[src/rtl/parking_gate_ctrl_if.sv]
// Request/status bundle between the parking gate controller and its requesters.
//   master : drives entry_req, exit_req, exit_spot; observes gates, pulses and status.
//   slave  : the controller side (parking_gate_ctrl).
interface parking_gate_ctrl_if;
   logic       entry_req;
   logic       exit_req;
   logic [1:0] exit_spot;
   logic       entry_gate_open;
   logic       exit_gate_open;
   logic       entry_ack;
   logic       entry_rej;
   logic       exit_ack;
   logic       exit_err;
   logic [1:0] assigned_spot;
   logic [3:0] spot_occ;
   logic [2:0] free_cnt;
   logic       full;
   logic [7:0] stat_entries;
   logic [7:0] stat_rejects;

   modport master (
      output entry_req, exit_req, exit_spot,
      input  entry_gate_open, exit_gate_open, entry_ack, entry_rej, exit_ack, exit_err,
      input  assigned_spot, spot_occ, free_cnt, full, stat_entries, stat_rejects
   );

   modport slave (
      input  entry_req, exit_req, exit_spot,
      output entry_gate_open, exit_gate_open, entry_ack, entry_rej, exit_ack, exit_err,
      output assigned_spot, spot_occ, free_cnt, full, stat_entries, stat_rejects
   );
endinterface

[src/rtl/parking_gate_ctrl.sv]
// Entry/exit gate sequencer for a 4-spot parking lot. Owns the occupancy register, hands each
// arriving car the lowest free spot, arbitrates simultaneous requests and holds each gate open
// for GATE_OPEN_CYCLES cycles.
// Ports:
//   clk  : system clock, rising edge
//   rst  : asynchronous active-high reset
//   bus  : parking_gate_ctrl_if.slave (requests in; gates, pulses, occupancy, counts out)
// Optional feature macro PARK_STATS_EN: builds saturating entry/reject statistics counters;
// when undefined stat_entries/stat_rejects are tied to 0.
module parking_gate_ctrl #(
   parameter int unsigned NUM_SPOTS        = 4,
   parameter int unsigned GATE_OPEN_CYCLES = 8
) (
   input logic               clk,
   input logic               rst,
   parking_gate_ctrl_if.slave bus
);
   localparam int unsigned SpotW = $clog2(NUM_SPOTS);
   localparam int unsigned CntW  = $clog2(NUM_SPOTS + 1);

   typedef enum logic [1:0] {StIdle, StEntryOpen, StExitOpen} state_e;
   typedef enum logic {SideExit, SideEntry} side_e;

   state_e               state_q, state_d;
   side_e                last_q, last_d;
   logic [7:0]           cnt_q, cnt_d;
   logic [NUM_SPOTS-1:0] occ_q, occ_d;
   logic [SpotW-1:0]     spot_q, spot_d;
   logic                 entry_arm_q, entry_arm_d;
   logic                 exit_arm_q, exit_arm_d;
   logic                 entry_ack_q, entry_ack_d;
   logic                 entry_rej_q, entry_rej_d;
   logic                 exit_ack_q, exit_ack_d;
   logic                 exit_err_q, exit_err_d;
   logic                 entry_open_q, entry_open_d;
   logic                 exit_open_q, exit_open_d;

   logic [SpotW-1:0] free_idx;
   logic [CntW-1:0]  free_cnt;
   logic             full;
   logic             entry_v, exit_v, entry_sel, exit_sel;

   // Lowest-index free spot and zero-bit count of the registered occupancy.
   always_comb begin
      free_idx = '0;
      free_cnt = '0;
      for (int i = NUM_SPOTS - 1; i >= 0; i--) begin
         if (!occ_q[i]) free_idx = SpotW'(i);
      end
      for (int i = 0; i < NUM_SPOTS; i++) begin
         free_cnt = free_cnt + CntW'(!occ_q[i]);
      end
   end

   assign full = &occ_q;

   always_comb begin
      state_d     = state_q;
      last_d      = last_q;
      cnt_d       = cnt_q;
      occ_d       = occ_q;
      spot_d      = spot_q;
      entry_ack_d = 1'b0;
      entry_rej_d = 1'b0;
      exit_ack_d  = 1'b0;
      exit_err_d  = 1'b0;
      // A request re-arms once it has been seen low.
      entry_arm_d = entry_arm_q | ~bus.entry_req;
      exit_arm_d  = exit_arm_q | ~bus.exit_req;
      entry_v     = bus.entry_req & entry_arm_q;
      exit_v      = bus.exit_req & exit_arm_q;
      entry_sel   = 1'b0;
      exit_sel    = 1'b0;

      unique case (state_q)
         StIdle: begin
            // Full lot favours exit; otherwise the side not served last wins. Loser stays armed.
            if (entry_v && exit_v) begin
               if (full || last_q == SideEntry) exit_sel = 1'b1;
               else                             entry_sel = 1'b1;
            end else begin
               entry_sel = entry_v;
               exit_sel  = exit_v;
            end

            if (entry_sel) begin
               entry_arm_d = 1'b0;
               if (full) begin
                  entry_rej_d = 1'b1;
               end else begin
                  occ_d[free_idx] = 1'b1;
                  spot_d          = free_idx;
                  last_d          = SideEntry;
                  cnt_d           = 8'(GATE_OPEN_CYCLES - 1);
                  entry_ack_d     = 1'b1;
                  state_d         = StEntryOpen;
               end
            end

            if (exit_sel) begin
               exit_arm_d = 1'b0;
               if (occ_q[bus.exit_spot]) begin
                  occ_d[bus.exit_spot] = 1'b0;
                  last_d               = SideExit;
                  cnt_d                = 8'(GATE_OPEN_CYCLES - 1);
                  exit_ack_d           = 1'b1;
                  state_d              = StExitOpen;
               end else begin
                  exit_err_d = 1'b1;
               end
            end
         end
         StEntryOpen, StExitOpen: begin
            if (cnt_q == 8'd0) state_d = StIdle;
            else               cnt_d   = cnt_q - 8'd1;
         end
         default: state_d = StIdle;
      endcase

      entry_open_d = (state_d == StEntryOpen);
      exit_open_d  = (state_d == StExitOpen);
   end

`ifdef PARK_STATS_EN
   logic [7:0] stat_entries_q, stat_entries_d;
   logic [7:0] stat_rejects_q, stat_rejects_d;

   always_comb begin
      stat_entries_d = stat_entries_q;
      stat_rejects_d = stat_rejects_q;
      if (entry_ack_q && stat_entries_q != 8'hff) stat_entries_d = stat_entries_q + 8'd1;
      if (entry_rej_q && stat_rejects_q != 8'hff) stat_rejects_d = stat_rejects_q + 8'd1;
   end

   always_ff @(posedge clk or posedge rst) begin
      if (rst) begin
         stat_entries_q <= 8'd0;
         stat_rejects_q <= 8'd0;
      end else begin
         stat_entries_q <= stat_entries_d;
         stat_rejects_q <= stat_rejects_d;
      end
   end

   assign bus.stat_entries = stat_entries_q;
   assign bus.stat_rejects = stat_rejects_q;
`else
   assign bus.stat_entries = 8'd0;
   assign bus.stat_rejects = 8'd0;
`endif

   always_ff @(posedge clk or posedge rst) begin
      if (rst) begin
         state_q      <= StIdle;
         last_q       <= SideExit;
         cnt_q        <= 8'd0;
         occ_q        <= '0;
         spot_q       <= '0;
         entry_arm_q  <= 1'b1;
         exit_arm_q   <= 1'b1;
         entry_ack_q  <= 1'b0;
         entry_rej_q  <= 1'b0;
         exit_ack_q   <= 1'b0;
         exit_err_q   <= 1'b0;
         entry_open_q <= 1'b0;
         exit_open_q  <= 1'b0;
      end else begin
         state_q      <= state_d;
         last_q       <= last_d;
         cnt_q        <= cnt_d;
         occ_q        <= occ_d;
         spot_q       <= spot_d;
         entry_arm_q  <= entry_arm_d;
         exit_arm_q   <= exit_arm_d;
         entry_ack_q  <= entry_ack_d;
         entry_rej_q  <= entry_rej_d;
         exit_ack_q   <= exit_ack_d;
         exit_err_q   <= exit_err_d;
         entry_open_q <= entry_open_d;
         exit_open_q  <= exit_open_d;
      end
   end

   assign bus.entry_gate_open = entry_open_q;
   assign bus.exit_gate_open  = exit_open_q;
   assign bus.entry_ack       = entry_ack_q;
   assign bus.entry_rej       = entry_rej_q;
   assign bus.exit_ack        = exit_ack_q;
   assign bus.exit_err        = exit_err_q;
   assign bus.assigned_spot   = spot_q;
   assign bus.spot_occ        = occ_q;
   assign bus.free_cnt        = free_cnt;
   assign bus.full            = full;
endmodule

[src/flat_wrapper.sv]
// flat-port wrapper written by rule: the top's interface ports become plain ports
module parking_gate_ctrl_flat 
#(
   parameter int unsigned NUM_SPOTS        = 4,
   parameter int unsigned GATE_OPEN_CYCLES = 8
)
  (clk, rst, bus_entry_req, bus_exit_req, bus_exit_spot, bus_entry_gate_open, bus_exit_gate_open, bus_entry_ack, bus_entry_rej, bus_exit_ack, bus_exit_err, bus_assigned_spot, bus_spot_occ, bus_free_cnt, bus_full, bus_stat_entries, bus_stat_rejects);
  parking_gate_ctrl_if bus_i ();
  input logic clk;
  input logic rst;
  input wire logic [$bits(bus_i.entry_req)-1:0] bus_entry_req;
  input wire logic [$bits(bus_i.exit_req)-1:0] bus_exit_req;
  input wire logic [$bits(bus_i.exit_spot)-1:0] bus_exit_spot;
  output wire logic [$bits(bus_i.entry_gate_open)-1:0] bus_entry_gate_open;
  output wire logic [$bits(bus_i.exit_gate_open)-1:0] bus_exit_gate_open;
  output wire logic [$bits(bus_i.entry_ack)-1:0] bus_entry_ack;
  output wire logic [$bits(bus_i.entry_rej)-1:0] bus_entry_rej;
  output wire logic [$bits(bus_i.exit_ack)-1:0] bus_exit_ack;
  output wire logic [$bits(bus_i.exit_err)-1:0] bus_exit_err;
  output wire logic [$bits(bus_i.assigned_spot)-1:0] bus_assigned_spot;
  output wire logic [$bits(bus_i.spot_occ)-1:0] bus_spot_occ;
  output wire logic [$bits(bus_i.free_cnt)-1:0] bus_free_cnt;
  output wire logic [$bits(bus_i.full)-1:0] bus_full;
  output wire logic [$bits(bus_i.stat_entries)-1:0] bus_stat_entries;
  output wire logic [$bits(bus_i.stat_rejects)-1:0] bus_stat_rejects;
  assign bus_i.entry_req = bus_entry_req;
  assign bus_i.exit_req = bus_exit_req;
  assign bus_i.exit_spot = bus_exit_spot;
  assign bus_entry_gate_open = bus_i.entry_gate_open;
  assign bus_exit_gate_open = bus_i.exit_gate_open;
  assign bus_entry_ack = bus_i.entry_ack;
  assign bus_entry_rej = bus_i.entry_rej;
  assign bus_exit_ack = bus_i.exit_ack;
  assign bus_exit_err = bus_i.exit_err;
  assign bus_assigned_spot = bus_i.assigned_spot;
  assign bus_spot_occ = bus_i.spot_occ;
  assign bus_free_cnt = bus_i.free_cnt;
  assign bus_full = bus_i.full;
  assign bus_stat_entries = bus_i.stat_entries;
  assign bus_stat_rejects = bus_i.stat_rejects;
  parking_gate_ctrl #(.NUM_SPOTS(NUM_SPOTS), .GATE_OPEN_CYCLES(GATE_OPEN_CYCLES)) u_core (.clk(clk), .rst(rst), .bus(bus_i));
endmodule
[config.mk]
export PLATFORM = sky130hd
export DESIGN_NAME = parking_gate_ctrl_flat
export DESIGN_NICKNAME = d
export VERILOG_FILES = /design/src/rtl/parking_gate_ctrl_if.sv /design/src/rtl/parking_gate_ctrl.sv /design/src/flat_wrapper.sv
export SDC_FILE = /design/constraint.sdc
export NUM_CORES = 1
export LEC_CHECK = 0
export ABC_CLOCK_PERIOD_IN_PS = 3700
export CAP_MARGIN = 20
export CORE_ASPECT_RATIO = 0.5
export CORE_MARGIN = 1.5
export CORE_UTILIZATION = 52
export CTS_CLUSTER_DIAMETER = 150
export DETAILED_ROUTE_END_ITERATION = 10
export GPL_TIMING_DRIVEN = 0
export PLACE_DENSITY = 0.9
export SYNTH_ARGS = -nofsm -noshare
export SYNTH_HDL_FRONTEND = slang
export SYNTH_SLANG_ARGS = --single-unit
[constraint.sdc]
create_clock -name clk -period 3.7 [get_ports clk]
set_input_delay 0.74 -clock clk [delete_from_list [all_inputs] [get_ports clk]]
set_output_delay 0.74 -clock clk [all_outputs]
set_load 0.005 [all_outputs]
# Yosys cells after proc, flatten, opt, wreduce, memory -nomap -nowiden
# Cells that the tools add are included.
op_classes:
  add_sub_neg: 4
  magnitude_cmp: 4
  n_eq_ne: 5
  n_mux: 53
  bitwise_logic: 10
  n_reduce_logical: 15
op_table:
  columns: ["operator", "count"]
  rows:
  - ["8-bit two-way mux", 5]
  - ["1-bit two-way mux", 29]
  - ["4-bit two-way mux", 5]
  - ["2-bit two-way mux", 9]
  - ["8-bit one-hot mux with 2 select lines", 1]
  - ["8-bit logical NOT", 1]
  - ["8-bit by 1-bit subtractor with 8-bit output (second input constant)", 1]
  - ["3-bit by 1-bit adder with 3-bit output", 2]
  - ["2-bit by 3-bit less-than comparator with 1-bit output (second input constant)", 2]
  - ["4-bit AND", 1]
  - ["1-bit demux with 2-bit select", 2]
  - ["2-bit by 1-bit equality test with 1-bit output (second input constant)", 2]
  - ["2-bit equality test (second input constant)", 2]
  - ["2-bit by 1-bit >= comparator with 1-bit output (second input constant)", 2]
  - ["1-bit logical NOT", 4]
  - ["4-bit NOT", 1]
  - ["4-bit bitwise OR", 1]
  - ["2-bit one-hot mux with 2 select lines", 1]
  - ["4-bit AND reduction", 1]
  - ["1-bit logical AND", 3]
  - ["1-bit NOT", 3]
  - ["3-bit AND reduction", 1]
  - ["1-bit by 1-bit adder with 2-bit output", 1]
  - ["1-bit AND", 2]
  - ["8 further kinds", 9]
totals:
  reg_bits: 25
  output_inout_bits: 32
  word_cells: 104

# Longest topological paths before layout
# Gate-level depths: netlist (run 1).
depth:
  ltp_word: 15
  ltp_mapped: 8

# Worst setup path before layout (run 1)
# Ideal clock, no wire load.
synth_timing:
  kind: "flip-flop to output port"
  start: "reg u_core.occ_q[0] (netlist: u_core.bus.spot_occ[0])"
  end: "out bus_free_cnt[1]"
  arrival_time_ps: 1459
  required_ps: 2960
  setup_slack_ps: 1501
  stages_incl_launch_ff: 5
  n_path_buf: 0
  path_cell_list: "dfrtp_1 > inv_1 > ha_1 > fa_1 > ha_1"
synth_via:
  elab_chain_len: 4
synth_lines:
  columns: ["element", "line_no", "source"]
  rows:
  - ["from (decl)", "parking_gate_ctrl.sv:27", "logic [NUM_SPOTS-1:0] occ_q, occ_d;"]
  - ["from (signal assigned)", "parking_gate_ctrl.sv:157", "occ_q <= '0;"]
  - ["from (signal assigned)", "parking_gate_ctrl.sv:171", "occ_q <= occ_d;"]
  - ["1-bit logical NOT", null, null]
  - ["1-bit by 1-bit adder with 2-bit output", "parking_gate_ctrl.sv:51", "free_cnt = free_cnt + CntW'(!occ_q[i]);"]
  - ["3-bit by 1-bit adder with 3-bit output (2 in series)", "parking_gate_ctrl.sv:51", null]
  - ["to (decl)", "flat_wrapper.sv:22", "output wire logic [$bits(bus_i.free_cnt)-1:0] bus_free_cnt;"]
# No other way between the ends.

# Worst setup path after layout (run 1)
# Same ends and word-level chain as after synthesis.

==> results of run 1 <==
## layer usage
metal  vias to the layer above  wire (um)  global-route usage (%)
met1                       564       1289                   21.98
met5                         -          0                       0
met3                         4        200                   5.556
met2                        46       1604                   40.73
met4                         0         31                   11.16
li1                        572          -                       -
## worst max-delay path by stage
stage / endpoint / slack [ns] / cells after the start
3_5_place_dp: bus_free_cnt[1] / 0.92 / 5
5_1_grt: bus_free_cnt[1] / 0.51 / 5
3_3_place_gp: bus_free_cnt[1] / 0.97 / 5
2_1_floorplan: bus_free_cnt[1] / 1.50 / 4
6_report: bus_free_cnt[1] / 0.61 / 5
4_1_cts: bus_free_cnt[1] / 0.60 / 5
## state kept, by name (all words and copies together), names as in the netlist
| name | cells |
|---|---|
| u_core.entry_arm_q | 1 |
| u_core.bus.exit_ack | 1 |
| u_core.bus.entry_gate_open | 1 |
| u_core.cnt_q | 8 |
| u_core.bus.entry_rej | 1 |
| u_core.bus.spot_occ | 4 |
| u_core.bus.exit_gate_open | 1 |
| u_core.exit_arm_q | 1 |
| u_core.bus.exit_err | 1 |
| u_core.bus.assigned_spot | 2 |
| u_core.state_q | 2 |
| u_core.bus.entry_ack | 1 |
| u_core.last_q | 1 |
## through the flow
| stage | cell area (um^2) | setup WS (ns) |
|---|---|---|
| final | 1836 | 0.6053 |
| after global routing | 1836 | 0.5105 |
| after CTS | 1836 | 0.5995 |
| after detailed placement | 1785 | 0.9222 |
| after global placement | 1785 | 0.9683 |
| after floorplan | 1539 | 1.501 |
## critical path, delay by kind of cell (launching register included)
family / cells / cell delay [ns]
buffers and inverters: 2 / 0.63
DFF: 1 / 0.48
adders and majority gates: 3 / 0.97
## logic make-up after synthesis
kind of cell               count (synthesis)
AOI/OAI and AO/OA                         33
adders and majority gates                  8
buffers and inverters                     33
DFF                                       25
muxes                                      3
other                                      1
and+or+nand+nor                           45
## cell type report
class | instances | area [um^2] | share of cell area [%]
multi-input combinational | 105 | 710.7 | 38.72
sequential | 25 | 628.1 | 34.22
timing repair buffer | 20 | 200.2 | 10.91
buffer | 19 | 147.6 | 8.044
inverter | 14 | 52.55 | 2.863
tap | 37 | 46.29 | 2.522
clock buffer | 3 | 41.29 | 2.249
clock inverter | 1 | 8.758 | 0.4772
## report_power, final
| group | switching, mW | leakage [nW] | internal [mW] | total [mW] |
|---|---|---|---|---|
| logic | 0.403 | 0.581 | 0.411 | 0.814 |
| registers | 0.0989 | 0.307 | 0.388 | 0.487 |
| clock network | 0.0950 | 0.0261 | 0.0791 | 0.174 |
## cell usage in the layout (no fill, tap or decap), types with 2 or more instances in the layout
cell / netlist / final
dfrtp_1: 23 / 23
clkdlybuf4s50_1: 0 / 20
buf_4: 16 / 16
conb_1: 1 / 16
inv_1: 14 / 14
nand2_1: 9 / 9
nor2_1: 9 / 9
nor3_1: 7 / 7
ha_1: 7 / 7
a31o_2: 6 / 6
o21ai_0: 5 / 5
and3_1: 3 / 3
nand3_1: 3 / 3
a21oi_1: 3 / 3
nor3b_1: 3 / 3
clkbuf_8: 0 / 3
buf_6: 2 / 2
a31oi_1: 2 / 2
a221oi_1: 2 / 2
mux2i_1: 2 / 2
nand3b_1: 2 / 2
o22ai_1: 2 / 2
nor2b_1: 2 / 2
a21o_1: 2 / 2
o31a_1: 2 / 2
o221a_2: 2 / 2
dfstp_2: 2 / 2
==> results.ini, run 1 <==
[flow_run]
maxCapViolations=0

[floorplan]
die_w_um=78.52
dieArea_um2=3200
die_y_um=40.76
floorplan.initialDensity_pct=55.92
num_io_pins=38
rows=13
core_um2=2651

[logic_synthesis]
synth.top_cell.area_share_pct=38.82
synthCells=148
yosys.area_share.adder_pct=7.257
synth_seq_area_share_pct=42.36
synth_largest_area_cell=dfrtp_1
synth_top_family_by_area=compound AO/OA/AOI/OAI gates
synth_commonest_cells=23 x dfrtp_1, 16 x buf_4, 14 x inv_1
avgSynthCellArea_um2=10.02
syn_area_um2=1483
synth_area_leaders=dfrtp_1 39%, buf_4 8.1%, ha_1 5.9%, dfstp_2 3.5%, inv_1 3.5%
synth_warnings=0
synth_xor_area_share_pct=0
synthArstFlopShare_pct=100.0
synth-edff-count=0
yosys-mux-area-fraction_pct=2.869
synth_compound_area_share_pct=17.05
synthFlopType=dfrtp_1
ys_types=42
synth_simple_gate_area_share_pct=16.71
synth.most_common_cell=dfrtp_1
ys_ff_latch=25

[critical_path]
worst_setup_path_start_kind=flip-flop
slowest_delay_ns=0.50
reg2reg_depth=6
rrSetupSlack_ns=1.65
cp_max_fo=7
r2r_start=u_core.state_q[1]
crit_start=u_core.bus.spot_occ[0]
endpoint_kind=primary output
rr_endpoint=u_core.cnt_q[3]
crit_path_frequent_cell=ha_1
worstPathCellList=inv_1, ha_1, fa_1, ha_1, clkdlybuf4s50_1
crit_arrival_ns=2.35
cp.required_ns=2.96
crit_type=flip-flop to primary output
slowest_stage=clkdlybuf4s50_1

[min_path]
hold_class=flip-flop to flip-flop
hold_depth=2
hold_end=u_core.entry_arm_q
min_from=u_core.entry_arm_q

[place]
port_buffers=20
hpwl_mm=2.359
numPlacedInstances=220
gp_routability_congestion=0.8231

[sta]
worst_hold_slack_ns=0.4872
min_period_over_period_pct=83.64
maxSlewViolCount=0
rsz0062_at_grt=no
slew_headroom_pct=37.04
post-route-min-period_ns=3.095
tns_ns=0
clock_skew_ns=0.01326
worst_slew_pin_slew_ns=0.9434
final-hold-violation-count=0
max_freq_mhz=323.1
finalSetupViolations=0

[clocking]
clock-sinks=25
cts.repair.resized=0
postCtsHoldBufs=0
clockBufferDepth=2
cts_buffers=3
clkSlewWorstSetupHoldPaths_ns=0.10
cts-root-buf=clkbuf_8
cts_tree=built
cts_setup_buffers=0
clk_latency_ns=0.28
cts_max_level=1

[drt]
drtAntennaViolNets=0
firstDrtPassIters=4
drc=0
drtIter0Drc=33
wirelength_mm=3.125
vias_per_cell=5.295
via_count=1186
routedWlPerCell_um=13.95

[pwr]
power_mw=1.475
p_leak_nw=0.9135
powerDensity_nw_per_um2=803.8
ir_drop_mv=0.5061

[grt]
grt_pass1_wl_mm=4.850
grt_max_degree=26
antenna_found_initial=0
grt_pass1_vias=1110
grt_overflow=0
grt_usage_pct=20.72

[final_layout]
fillerInstances=207
synthToLayoutAreaGrowth_pct=23.80
drive_gt1_share_pct=20.32
final_nets=202
n_antenna_cell=0
fin_util_pct=69.23
final_cells=224

[status]
outcome=completed

Note: power is estimated with default switching activity, not from simulation.
==> inputs of run 2 (changes only) <==
- ABC_CLOCK_PERIOD_IN_PS: 3700 -> 2600
- CORE_UTILIZATION: 52 -> 44
- PLACE_DENSITY: 0.9 -> 0.82
- clock period: 3.7 -> 2.6 ns (I/O delays scaled with it)
==> run 2 against run 1 <==
- the flow now finishes with violations (design-rule violations)
- critical path type unchanged
- critical endpoint is now bus_free_cnt[0]
- cell count grew 2.7%
- first-iteration DRC count grew to 2.9 times the previous value
- worst setup slack got worse by 0.54 ns
- via count increased by 0.67%
==> results.ini, run 2 (synthesis results as in run 1) <==
[status]
outcome=finished with violations
violations=design-rule violations

[place]
place_ws_ns=0.05058
gp_routability_congestion=0.8725
hpwl_mm=2.142
port_buffers=20

[clocking]
clk_latency_ns=0.27
cts-root-buf=clkbuf_8
cts_buffers=3
clkSlewWorstSetupHoldPaths_ns=0.10
clockBufferDepth=2
postCtsHoldBufs=0
cts_max_level=1
clock-sinks=25
cts_tree=built

[critical_path]
crit_arrival_ns=2.02
cp_max_fo=4
crit_type=flip-flop to primary output
reg2reg_depth=6
rr_endpoint=u_core.cnt_q[3]
endpoint_kind=primary output
r2r_start=u_core.state_q[0]
cp.required_ns=2.08
worst_setup_path_start_kind=flip-flop
rrSetupSlack_ns=0.53

[pwr]
swShare_pct=39.93
share_seq_of_total_power_pct=32.7
clkPwrFrac_pct=11.3
ir_drop_mv=0.5553
power_switching_mw=0.8337
powerDensity_nw_per_um2=1108
power_mw=2.088
internal_power_mw=1.254
p_leak_nw=0.9475
comb_power_share_pct=56.0

[drt]
drc=3
drtIter0Drc=96
routedWlPerCell_um=12.93
via_count=1194
drtAntennaViolNets=0
firstDrtPassIters=7
wirelength_mm=2.973
vias_per_cell=5.191

[final_layout]
drive_gt1_share_pct=23.68
largest_reg_flops=8
layout_common_cells=21 x dfrtp_1, 18 x buf_4, 18 x clkdlybuf4s50_1
final_common_cell=dfrtp_1
max_flop_register=u_core.cnt_q
final_nets=205
synthToLayoutAreaGrowth_pct=27.09
n_antenna_cell=0

[floorplan]
rows=14
die_y_um=44.05
die_w_um=85.10
floorplan.initialDensity_pct=47.82
num_io_pins=38
core_um2=3100
dieArea_um2=3748

[grt]
grt_usage_pct=16.40
grt_pass1_wl_mm=4.830
grt_overflow=0
grt_max_degree=26
grt_pass1_vias=1081
antenna_found_initial=0

[sta]
tns_ns=0
setup_slack_ns=0.06239
slew_headroom_pct=56.72
final-hold-violation-count=0
maxSlewViolCount=0
rsz0062_at_grt=no
worst_slew_pin_slew_ns=0.6463
clock_skew_ns=0.01160
finalSetupViolations=0
max_freq_mhz=394.1
min_period_over_period_pct=97.60
post-route-min-period_ns=2.538

[min_path]
hold_depth=2
hold_class=flip-flop to flip-flop
hold_end=u_core.entry_arm_q
min_from=u_core.entry_arm_q

[flow_run]
maxCapViolations=0

[run 2: stage by stage]
stage,std cells,area [um^2],hold WS [ns],utilization (%)
final,230,1884,0.4855,60.77
after global routing,230,1884,0.5177,60.77
after CTS,229,1854,0.4788,59.81
after detailed placement,223,1789,0.4640,57.71
after global placement,223,1789,0.4635,57.71
after floorplan,163,1539,0.4491,-
[run 2: critical path, stage by stage, from the launching register on]
cell	delay [ns]
dfrtp_2	0.42
inv_2	0.08
ha_1	0.25
fa_1	0.49
clkdlybuf4s50_1	0.50
[run 2: layout make-up]
class | count | area (um^2)
Buffer | 19 | 147.6
Clock buffer | 3 | 41.29
Clock inverter | 1 | 7.507
Fill cell | 245 | 1216
Inverter | 14 | 52.55
Multi-Input combinational cell | 105 | 710.7
Sequential cell | 25 | 630.6
Tap cell | 40 | 50.05
Timing Repair Buffer | 23 | 244.0
[run 2: routing by layer]
metal | global-route usage (%) | vias up | share of wire [%]
li1 | - | 579 | -
met1 | 21.93 | 575 | 48
met2 | 28.41 | 38 | 46
met3 | 2.985 | 2 | 5.1
met4 | 4.262 | 0 | 0.71
met5 | 0 | - | 0
[run 2: worst max path at each step]
stage / from / end / slack, ns / depth (start not counted)
floorplan: u_core.bus.spot_occ[0] / bus_free_cnt[1] / 0.62 / 4
global route: u_core.bus.spot_occ[0] / bus_free_cnt[0] / 0.007 / 4
detailed placement: u_core.bus.spot_occ[0] / bus_free_cnt[1] / 0.05 / 5
finish: u_core.bus.spot_occ[0] / bus_free_cnt[0] / 0.06 / 4
CTS: u_core.bus.spot_occ[0] / bus_free_cnt[2] / 0.06 / 5
global placement: u_core.bus.spot_occ[0] / bus_free_cnt[1] / 0.08 / 5
[run 2: power by group through the flow]
stage	Sequential, mW	Combinational [mW]	Clock, mW
2_1_floorplan	0.672	0.747	0
3_3_place_gp	0.690	1.08	0
3_5_place_dp	0.697	1.12	0
4_1_cts	0.680	1.16	0.237
5_1_grt	0.699	1.29	0.251
6_report	0.683	1.17	0.236
[run 2: what timing repair did]
action	4_1_cts	5_1_grt
resized for setup	5	1
buffers inserted	2	0
setup endpoints to repair	3	1
==> inputs of run 3 (changes only) <==
- PLACE_DENSITY: 0.82 -> 0.81
==> run 3 against run 2 <==
- the flow still finishes with violations (design-rule violations)
- non-clock buffer count is 1 lower
- sequential power hardly changed
- clock skew is 0.0019 ns higher
- global-route usage grew 0.87 points
- clock power grew 2%
- register-to-register slack about the same
- critical path type unchanged
==> results.ini, run 3 (synthesis results as in run 1) <==
[status]
outcome=finished with violations
violations=design-rule violations

[min_path]
min_from=u_core.entry_arm_q
hold_end=u_core.entry_arm_q
hold_depth=2
hold_class=flip-flop to flip-flop

[place]
gp_routability_congestion=0.8422
port_buffers=20
placed_area_um2=1789
numPlacedInstances=223
hpwl_mm=2.263
place_ws_ns=0.02013

[sta]
worst_hold_slack_ns=0.4845
maxSlewViolCount=0
rsz0062_at_grt=no
slew_headroom_pct=37.82
min_period_over_period_pct=97.25
worst_slew_pin_slew_ns=0.9317
setup_slack_ns=0.07156
clock_skew_ns=0.01352
tns_ns=0
final-hold-violation-count=0
max_freq_mhz=395.5
post-route-min-period_ns=2.528
finalSetupViolations=0

[clocking]
clk_latency_ns=0.28
cts-root-buf=clkbuf_8
cts_tree=built
clock-sinks=25
cts_max_level=1
cts_buffers=3
clockBufferDepth=2
clkSlewWorstSetupHoldPaths_ns=0.10
postCtsHoldBufs=0

[grt]
antenna_found_initial=0
grt_pass1_wl_mm=4.961
grt_pass1_vias=1121
grt_usage_pct=17.27
grt_max_degree=26
grt_overflow=0

[floorplan]
dieArea_um2=3748
floorplan.initialDensity_pct=47.82
die_w_um=85.10
num_io_pins=38
core_um2=3100
die_y_um=44.05
rows=14

[pwr]
ir_drop_mv=0.6003
p_leak_nw=0.9348
power_mw=2.086
powerDensity_nw_per_um2=1124

[critical_path]
cp.required_ns=2.08
rr_endpoint=u_core.cnt_q[5]
cp_max_fo=4
r2r_start=u_core.state_q[0]
slowest_stage=clkdlybuf4s50_1
worst_setup_path_start_kind=flip-flop
crit_arrival_ns=2.01
rrSetupSlack_ns=0.54
slowest_delay_ns=0.50
endpoint_kind=primary output
crit_start=u_core.bus.spot_occ[0]
reg2reg_depth=6
worstPathCellList=inv_2, ha_1, fa_1, clkdlybuf4s50_1
crit_type=flip-flop to primary output

[final_layout]
largest_reg_flops=8
stdcell_area_um2=1857
synthToLayoutAreaGrowth_pct=25.23
fin_util_pct=59.89
drive_gt1_share_pct=23.28
final_common_cell=dfrtp_1
final_nets=204
layout_common_cells=21 x dfrtp_1, 18 x buf_4, 18 x clkdlybuf4s50_1
final_cells=229
max_flop_register=u_core.cnt_q
n_antenna_cell=0

[drt]
drc=2
drtIter0Drc=101
routedWlPerCell_um=13.25
drtAntennaViolNets=0
firstDrtPassIters=7
via_count=1212
vias_per_cell=5.293
wirelength_mm=3.034

[flow_run]
maxCapViolations=0

[run 3: repair_timing]
action | 4_1_cts | 5_1_grt
buffers inserted | 2 | 0
setup endpoints to repair | 3 | 1
gates resized for setup | 4 | 2
[run 3: report_power, final]
part           total, mW  internal, mW  switching, mW  leakage (nW)
clock              0.240         0.109          0.131        0.0217
combinational       1.16         0.586          0.574         0.608
sequential         0.686         0.555          0.131         0.305
total               2.09          1.25          0.836         0.935
[run 3: final cells by class]
class / instances / area, um^2
Fill cell: 252 / 1244
Multi-Input combinational cell: 105 / 710.7
Sequential cell: 25 / 630.6
Timing Repair Buffer: 22 / 216.5
Buffer: 19 / 147.6
Inverter: 14 / 52.55
Tap cell: 40 / 50.05
Clock buffer: 3 / 41.29
Clock inverter: 1 / 7.507
[run 3: layer usage]
| layer | global-route usage, % | share of wire [%] |
|---|---|---|
| met1 | 20.79 | 44 |
| met2 | 30.16 | 47 |
| met3 | 4.664 | 6.9 |
| met4 | 7.541 | 1.5 |
| met5 | 0 | 0 |
[run 3: worst max path at each step]
stage,end,slack [ns],depth (start not counted)
2_1_floorplan,bus_free_cnt[1],0.62,4
5_1_grt,bus_free_cnt[0],0.01,4
3_3_place_gp,bus_free_cnt[1],0.08,5
3_5_place_dp,bus_free_cnt[1],0.02,5
6_report,bus_free_cnt[0],0.07,4
4_1_cts,bus_free_cnt[2],0.04,5
[run 3: critical path: cells and delay by family, from the launching register on]
kind | cells | cell delay (ns)
DFF | 1 | 0.42
buffers and inverters | 2 | 0.58
adders and majority gates | 2 | 0.73
